`config.mk`:
```
export PLATFORM = sky130hd
export DESIGN_NAME = row_receiver
export DESIGN_NICKNAME = d
export VERILOG_FILES = /design/src/rtl/row_receiver.sv
export SDC_FILE = /design/constraint.sdc
export NUM_CORES = 2
export LEC_CHECK = 0
export CELL_PAD_IN_SITES_DETAIL_PLACEMENT = 0
export CELL_PAD_IN_SITES_GLOBAL_PLACEMENT = 2
export CORE_MARGIN = 4
export CORE_UTILIZATION = 36
export DETAILED_ROUTE_END_ITERATION = 16
export PLACE_DENSITY = 0.87
export SLEW_MARGIN = 20
export SYNTH_ARGS = -nofsm -noshare
export SYNTH_HDL_FRONTEND = slang
export SYNTH_SLANG_ARGS = --single-unit
```
`constraint.sdc`:
```
create_clock -name clk -period 3.29 [get_ports clk]
set_input_delay 0.4935 -clock clk [delete_from_list [all_inputs] [get_ports clk]]
set_output_delay 0.4935 -clock clk [all_outputs]
set_load 0.05 [all_outputs]
```
`src/rtl/row_receiver.sv`:
```
`default_nettype none
//============================================================================
//  Module   : row_receiver
//  Purpose  : Reassembles a stream of BUS_W-bit beats (valid/ready handshake)
//             into ROW_W-bit image rows. Each completed row goes to the
//             accelerator row buffer through a single-cycle write port. A
//             one-cycle done pulse follows the write of the last row of an
//             image.
//
//  Ports    : clk          system clock, rising edge
//             rst          synchronous, active-low reset
//             start        begin a new image (honoured only when idle)
//             in_valid     upstream beat valid
//             in_data      beat payload, first beat of a row is its MSBs
//             in_last      upstream marker for the final beat of a row
//             in_ready     receiver accepts a beat this cycle
//             wr_en        row-buffer write strobe, one cycle per row
//             wr_addr      row index being written (held between writes)
//             wr_data      assembled row (held between writes)
//             done         one-cycle pulse after the final row is written
//             busy         receiver is not idle
//             framing_err  sticky flag, in_last seen in the wrong place
//
//  Revision : 1.0  initial release
//============================================================================
module row_receiver #(
    parameter int ROW_W    = 480,
    parameter int BUS_W    = 16,
    parameter int NUM_ROWS = 30,
    parameter int AW       = 5
) (
    input  logic              clk,
    input  logic              rst,
    input  logic              start,
    input  logic              in_valid,
    input  logic [BUS_W-1:0]  in_data,
    input  logic              in_last,
    output logic              in_ready,
    output logic              wr_en,
    output logic [AW-1:0]     wr_addr,
    output logic [ROW_W-1:0]  wr_data,
    output logic              done,
    output logic              busy,
    output logic              framing_err
);

    // ------------------------------------------------------------------
    // Derived constants
    // ------------------------------------------------------------------
    localparam int c_BEATS = ROW_W / BUS_W;
    localparam int c_CW    = (c_BEATS > 1) ? $clog2(c_BEATS + 1) : 1;

    localparam logic [c_CW-1:0] c_LAST_BEAT = c_CW'(c_BEATS - 1);
    localparam logic [AW-1:0]   c_LAST_ROW  = AW'(NUM_ROWS - 1);

    // State encoding
    localparam logic [1:0] c_IDLE  = 2'd0;
    localparam logic [1:0] c_RECV  = 2'd1;
    localparam logic [1:0] c_WRITE = 2'd2;
    localparam logic [1:0] c_DONE  = 2'd3;

    // ------------------------------------------------------------------
    // State and datapath registers
    // ------------------------------------------------------------------
    logic [1:0]        r_state;
    logic [c_CW-1:0]   r_beat_cnt;
    logic [AW-1:0]     r_row_cnt;
    logic [ROW_W-1:0]  r_shift;
    logic [ROW_W-1:0]  r_wr_data;
    logic [AW-1:0]     r_wr_addr;
    logic              r_framing_err;

    logic              w_xfer;
    logic              w_last_beat;
    logic              w_early_last;
    logic [ROW_W-1:0]  w_shift_next;

    // A beat moves only while receiving; in_ready is a pure state decode.
    assign w_xfer       = in_valid && (r_state == c_RECV);
    assign w_last_beat  = (r_beat_cnt == c_LAST_BEAT);
    // in_last before the final beat position means the upstream lost sync.
    assign w_early_last = in_last && !w_last_beat;

    // MSB-first assembly: older beats move up, the new beat enters at the
    // bottom, so after BEATS transfers the first beat sits at the top.
    generate
        if (c_BEATS > 1) begin : g_shift_multi
            assign w_shift_next = {r_shift[ROW_W-BUS_W-1:0], in_data};
        end else begin : g_shift_single
            assign w_shift_next = in_data;
        end
    endgenerate

    // ------------------------------------------------------------------
    // Control FSM and datapath
    // ------------------------------------------------------------------
    always_ff @(posedge clk) begin
        if (!rst) begin
            r_state       <= c_IDLE;
            r_beat_cnt    <= '0;
            r_row_cnt     <= '0;
            r_shift       <= '0;
            r_wr_data     <= '0;
            r_wr_addr     <= '0;
            r_framing_err <= 1'b0;
        end else begin
            case (r_state)
                c_IDLE: begin
                    if (start) begin
                        r_row_cnt     <= '0;
                        r_beat_cnt    <= '0;
                        r_shift       <= '0;
                        r_framing_err <= 1'b0;
                        r_state       <= c_RECV;
                    end
                end

                c_RECV: begin
                    if (w_xfer) begin
                        if (w_early_last) begin
                            // Drop the partial row and resynchronise on the
                            // next beat; the row index is reused.
                            r_framing_err <= 1'b1;
                            r_beat_cnt    <= '0;
                            r_shift       <= '0;
                        end else if (w_last_beat) begin
                            // Missing in_last is flagged but the row is
                            // still complete by count, so it is written.
                            if (!in_last) begin
                                r_framing_err <= 1'b1;
                            end
                            r_wr_data  <= w_shift_next;
                            r_wr_addr  <= r_row_cnt;
                            r_shift    <= '0;
                            r_beat_cnt <= r_beat_cnt + 1'b1;
                            r_state    <= c_WRITE;
                        end else begin
                            r_shift    <= w_shift_next;
                            r_beat_cnt <= r_beat_cnt + 1'b1;
                        end
                    end
                end

                c_WRITE: begin
                    r_beat_cnt <= '0;
                    if (r_row_cnt == c_LAST_ROW) begin
                        r_state <= c_DONE;
                    end else begin
                        r_row_cnt <= r_row_cnt + 1'b1;
                        r_state   <= c_RECV;
                    end
                end

                c_DONE: begin
                    r_state <= c_IDLE;
                end

                default: begin
                    r_state <= c_IDLE;
                end
            endcase
        end
    end

    // ------------------------------------------------------------------
    // Outputs
    // ------------------------------------------------------------------
    // wr_data/wr_addr are loaded on the final-beat edge so they are valid
    // throughout the WRITE cycle and hold afterwards.
    assign in_ready    = (r_state == c_RECV);
    assign wr_en       = (r_state == c_WRITE);
    assign done        = (r_state == c_DONE);
    assign busy        = (r_state != c_IDLE);
    assign wr_addr     = r_wr_addr;
    assign wr_data     = r_wr_data;
    assign framing_err = r_framing_err;

endmodule
`default_nettype wire

```
-- Word level (Yosys, flattened, before mapping)
Index checks and enable logic that the tools add are counted.
- register bits: 962
- input port bits: 21
- output and inout bits: 490
- word-level logic and storage cells: 59
- add/sub/neg operators: 2
- equal/unequal tests: 12
- multiplexer cells: 23
- bitwise gates (word level): 1
- reduce and logical (&&, ||, !) cells: 14
- operator list (kind ; number):
    464-bit 2-to-1 mux ; 4
    464-bit case mux with 2 select lines ; 1
    5-bit 2-to-1 mux ; 4
    5-bit case mux with 3 select lines ; 1
    5-bit by 1-bit adder with 5-bit output, second input constant ; 2
    5-bit == test, second input constant ; 2
    2-bit 2-to-1 mux ; 5
    5-bit case mux with 2 select lines ; 1
    3-bit AND reduction ; 3
    2-bit case mux with 4 select lines ; 1
    4-bit AND reduction ; 2
    2-bit inequality test, second input constant ; 3
    2-bit nonzero test ; 3
    1-bit 2-to-1 mux ; 5
    5-bit AND reduction ; 1
    2-bit == test, second input constant ; 2
    2-bit by 1-bit inequality test with 1-bit output, second input constant ; 2
    3-bit by 1-bit inequality test with 1-bit output, second input constant ; 1
    3-bit by 2-bit inequality test with 1-bit output, second input constant ; 1
    3-bit nonzero test ; 1
    2-bit by 1-bit == test with 1-bit output, second input constant ; 1
    1-bit logical AND ; 2
    2-bit zero test ; 1
    1-bit case mux with 2 select lines ; 1
    other kinds (2) ; 2

-- Longest topological paths before layout
- word-level depth: 6
- depth in mapped cells: 9
- depth with buffers taken out: 6

-- Worst setup path after synthesis
OpenSTA, ideal clock, no wires.
- path kind: register to register
- start point: register r_state[1]
- end point: register r_wr_data[459], in the netlist wr_data[459]
- library setup time: 0.123 ns
- arrival time: 1.788 ns
- required time: 3.167 ns
- path slack: 1.380 ns
- cell stages (with the launch flop): 9
- path buffers: 3
- period minus slack after synthesis: 1.910 ns
- cells stage by stage: dfxtp_1 > buf_2 > nand2b_1 > inv_1 > nand3_1 > buf_2 > buf_1 > nand2_1 > a21boi_0
- word-level cells in the longest chain between the ends: 3
- RTL lines (what ; line ; source):
    start: declaration ; 65 ; logic [1:0] r_state;
    start signal: assignment ; 99 ; r_state <= c_IDLE;
    start signal: assignment ; 114 ; r_state <= c_RECV;
    start signal: assignment ; 136 ; r_state <= c_WRITE;
    2-bit by 1-bit == test with 1-bit output * ; - ;
    named net in_ready ; 38 ; output logic in_ready,
    1-bit logical AND ; 79 ; assign w_xfer = in_valid && (r_state == c_RECV);
    4-bit AND reduction (no line) * ; - ;
    end signal: assignment ; 132 ; r_wr_data <= w_shift_next;
    end: declaration ; 69 ; logic [ROW_W-1:0] r_wr_data;
The timed path passes the listed nets; every way through them passes the cells marked *.
A chain may end at the register's enable or synchronous reset.

-- Final worst setup path
- start point: register r_state[1]
- end point: output port wr_en
- word-level cells in the longest chain between the ends: 1
- RTL lines (what ; line ; source):
    2-bit == test ; 171 ; assign wr_en = (r_state == c_WRITE);
    end: declaration ; 39 ; output logic wr_en,
Every way passes these cells.

==> metrics.log <==
INFO  metric clock_sink_count = 962
INFO  metric internal-power = 18.57 mW
INFO  metric vias_per_cell = 4.969
INFO  metric core-area = 96,570 um^2
INFO  metric power.density = 536.9 nW/um^2
INFO  metric crit_type = register to primary output
INFO  metric timing.clock.skew = 0.02174 ns
INFO  metric share_of_the_synthesized_area_in_the_top_cell_type = 55.06%
INFO  metric synth.net_count = 3,760
INFO  metric max_vdd_drop = 396.3 uV
INFO  metric fp.dieH = 319.7 um
INFO  metric worst_hold_path_type = input port to register
INFO  metric synthCells = 3,735
INFO  metric number_of_detailed_routing_iterations_run_before_antenna_repair = 5
INFO  metric layout_worst_path_cycle_share = 88.48%
INFO  metric power.clock.fraction = 48.0%
INFO  metric gp_routability_congestion = 0.7704
INFO  metric first_pass_grt_wire_length = 162,800 um
INFO  metric total_of_max_cap_violations = 0
INFO  metric setup_tns = 0 ns
INFO  metric die_area = 102,200 um^2
INFO  metric crit_path_max_incr_delay = 0.83 ns
INFO  metric die_w = 319.7 um
INFO  metric timing.max_slew.rel_slack = 49.45%
INFO  metric final_net_count = 4,116
INFO  metric run_status = completed
INFO  metric critical_path_cell_count = 3
INFO  metric critPathSlowestCell = sky130_fd_sc_hd__clkdlybuf4s50_1
INFO  metric max_slew_violation_total_from_the_final_report = 0
INFO  metric clock_latency = 0.68 ns
INFO  metric worst_slew_pin_slew = 0.7583 ns
INFO  metric cts_buffers = 104
INFO  metric cts_root_buffer = sky130_fd_sc_hd__clkbuf_16
INFO  metric place.port_buffers = 510
INFO  metric finalCriticalPeriod = 2.911 ns
INFO  metric worstPathBufferInverterCount = 2
INFO  metric report.final.setup_viol = 0
INFO  metric post-route-util = 45.98%
INFO  metric crit_chain = nand2b_1 -> inv_1 -> clkdlybuf4s50_1
INFO  metric hold_depth = 2
INFO  metric pwr-share-comb = 3.1%
INFO  metric power.switching_fraction = 22.09%
INFO  metric ys_async_sr_fraction = 0%
INFO  metric final_hold_viol_count = 0
INFO  metric gr-total-overflow = 0
INFO  metric final_layout_size_suffix_gt1_share = 5.464%
INFO  metric cp_data_arrival_time = 2.42 ns
INFO  metric holdBufCountCts = 0
INFO  metric avg_inst_size_synth = 9.365 um^2
INFO  metric clock_tree_from_tritoncts = built
INFO  metric dp_hpwl = 72,660 um
INFO  metric placement.setup.worst_slack = 0.5606 ns
INFO  metric total_leakage_power = 13.85 nW
INFO  metric grt_setup_unrepaired = false
INFO  metric grt_antenna_before_repair = 1
INFO  metric clk_path_buf_depth = 3
INFO  metric post-route-worst-setup-slack = 0.3790 ns
INFO  metric postRouteWirelength = 108,100 um
INFO  metric initial_core_util = 36.22%
INFO  metric rows = 114
INFO  metric layout-area-overhead-vs-synth = 26.95%
INFO  metric ys_seq_elements = 962
INFO  metric design.portCount = 511
INFO  metric p_seq_share = 48.9%
INFO  metric yosys_warnings = 0
INFO  metric htree_num_levels = 3
INFO  metric cp-end-kind = primary output
INFO  metric crit_path_max_fanout = 10
INFO  metric timing.fmax = 0.3435 GHz
INFO  metric yosysUniqueCellTypes = 37
INFO  metric drc = 0
INFO  metric synth_largest_area_cell = sky130_fd_sc_hd__dfxtp_1
INFO  metric path_delay_family = buffers and inverters
INFO  metric grt_max_degree = 208
INFO  metric grtUsageTotal = 20.17%
INFO  metric drtAntennaViolNets = 0
INFO  metric clkSlewWorstSetupHoldPaths = 0.06 ns
INFO  metric type_of_origin_of_the_critical_path = register
INFO  metric p_total = 23.84 mW
INFO  metric synth_area = 34,980 um^2
INFO  metric detail_route.wl_per_cell = 19.84 um
INFO  metric p_sw = 5.265 mW
INFO  metric synth_top_flop_cell = sky130_fd_sc_hd__dfxtp_1
INFO  metric worstPathRequired = 2.80 ns
INFO  metric final_common_cell = sky130_fd_sc_hd__nand2_1
INFO  metric post-cts-setup-buffer-count = 0
INFO  metric n_antenna_cell = 0
INFO  metric synth_edf_count = 0
INFO  metric vias = 27,075
INFO  metric first_global_vias = 25,937
INFO  metric rr_worst_depth = 8
INFO  metric post_synth_main_area_contributors = sky130_fd_sc_hd__dfxtp_1, sky130_fd_sc_hd__a21boi_0, sky130_fd_sc_hd__nand2_1
INFO  metric most-common-layout-cells = sky130_fd_sc_hd__nand2_1, sky130_fd_sc_hd__dfxtp_1, sky130_fd_sc_hd__clkdlybuf4s50_1
INFO  metric post_cts_resized = 0
INFO  metric synth.yosys.seq_area_share = 55.06%
INFO  metric drt-initial-drc-count = 2,131
INFO  metric hold-worst-slack = 0.2633 ns
through the flow:
stage                     cell area (um^2)  cells
final                                44400   5449
after global routing                 44400   5449
after CTS                            44400   5449
after detailed placement             41040   5261
after global placement               41040   5261
after floorplan                      34980   3735
cell usage after synthesis, types with 2 or more instances:
| library cell | n |
|---|---|
| sky130_fd_sc_hd__inv_1 | 5 |
| sky130_fd_sc_hd__a21boi_0 | 488 |
| sky130_fd_sc_hd__dfxtp_1 | 962 |
| sky130_fd_sc_hd__o21ai_0 | 3 |
| sky130_fd_sc_hd__nor2b_1 | 466 |
| sky130_fd_sc_hd__buf_4 | 42 |
| sky130_fd_sc_hd__clkbuf_1 | 151 |
| sky130_fd_sc_hd__buf_6 | 9 |
| sky130_fd_sc_hd__xnor2_1 | 4 |
| sky130_fd_sc_hd__nand2_1 | 973 |
| sky130_fd_sc_hd__buf_2 | 114 |
| sky130_fd_sc_hd__or3_1 | 2 |
| sky130_fd_sc_hd__a211oi_1 | 2 |
| sky130_fd_sc_hd__xor2_1 | 3 |
| sky130_fd_sc_hd__a21oi_1 | 8 |
| sky130_fd_sc_hd__a22oi_1 | 464 |
| sky130_fd_sc_hd__ha_1 | 4 |
| sky130_fd_sc_hd__nor2_1 | 7 |
| sky130_fd_sc_hd__or2_2 | 2 |
| sky130_fd_sc_hd__and2_1 | 2 |
| sky130_fd_sc_hd__nand2b_1 | 2 |
| sky130_fd_sc_hd__buf_1 | 2 |
| sky130_fd_sc_hd__o21ba_2 | 2 |
| sky130_fd_sc_hd__o211ai_1 | 2 |
| sky130_fd_sc_hd__nand3_1 | 3 |
| sky130_fd_sc_hd__nand4_1 | 2 |
worst paths after layout:
path / start / end / slack (ns)
worst min-delay path: rst / wr_addr[3]$_SDFFE_PN0P_ / 0.26
worst max-delay path: r_state[1]$_SDFFE_PN0P_ / wr_en / 0.38
worst min register to register: wr_data[327]$_SDFFE_PN0P_ / wr_data[327]$_SDFFE_PN0P_ / 0.46
worst max register to register: r_beat_cnt[1]$_SDFFE_PN0P_ / r_shift[147]$_SDFFE_PN0P_ / 0.95
cell type report:
cell class	count	area (um^2)
clock buffer	163	3156
sequential	962	19260
tap	1276	1597
inverter	5	18.77
fill	9331	52160
multi-input combinational	2450	14160
timing repair buffer	568	6008
clock inverter	25	207.7
power groups by stage:
stage	Sequential, mW	Clock [mW]	Combinational, mW
2_1_floorplan	11.9	0	0.518
3_3_place_gp	11.9	0	0.740
3_5_place_dp	11.9	0	0.735
4_1_cts	11.7	11.7	0.736
5_1_grt	11.7	12.2	0.779
6_report	11.7	11.4	0.732
flip-flops by register name, summed over array words and instances, names as in the netlist:
signal,cells
wr_data,480
r_state,2
r_beat_cnt,5
r_shift,464
r_row_cnt,5
wr_addr,5
framing_err,1
cells by family (layout without fill, tap and decap cells):
kind of cell             Yosys count  after routing  share of synthesized area, %
multiplexers                       1              1                       0.02862
AO/OA/AOI/OAI                    973            973                         20.83
XOR/XNOR                           7              7                        0.1753
buffers and inverters            323            761                         4.518
adder cells (fa/ha/maj)            4              4                        0.1431
AND/OR/NAND/NOR                 1465           1465                         19.24
flip-flops                       962            962                         55.06
worst register-to-register path: stages (launching register included):
cell,delay [ns]
sky130_fd_sc_hd__dfxtp_1,0.38
sky130_fd_sc_hd__inv_1,0.06
sky130_fd_sc_hd__ha_1,0.19
sky130_fd_sc_hd__and4_1,0.30
sky130_fd_sc_hd__nor4_4,0.33
sky130_fd_sc_hd__buf_12,0.19
sky130_fd_sc_hd__buf_12,0.32
sky130_fd_sc_hd__a22oi_1,0.35
sky130_fd_sc_hd__nor2b_1,0.15
layer usage:
layer	share of wire [%]	track usage, %	vias to the layer above
li1	-	-	13275
met4	1.9	5.037	0
met3	7.5	6.233	109
met1	46	27.17	13073
met2	45	31.60	618
met5	0	0	-
(Power assumes the default switching activity.)
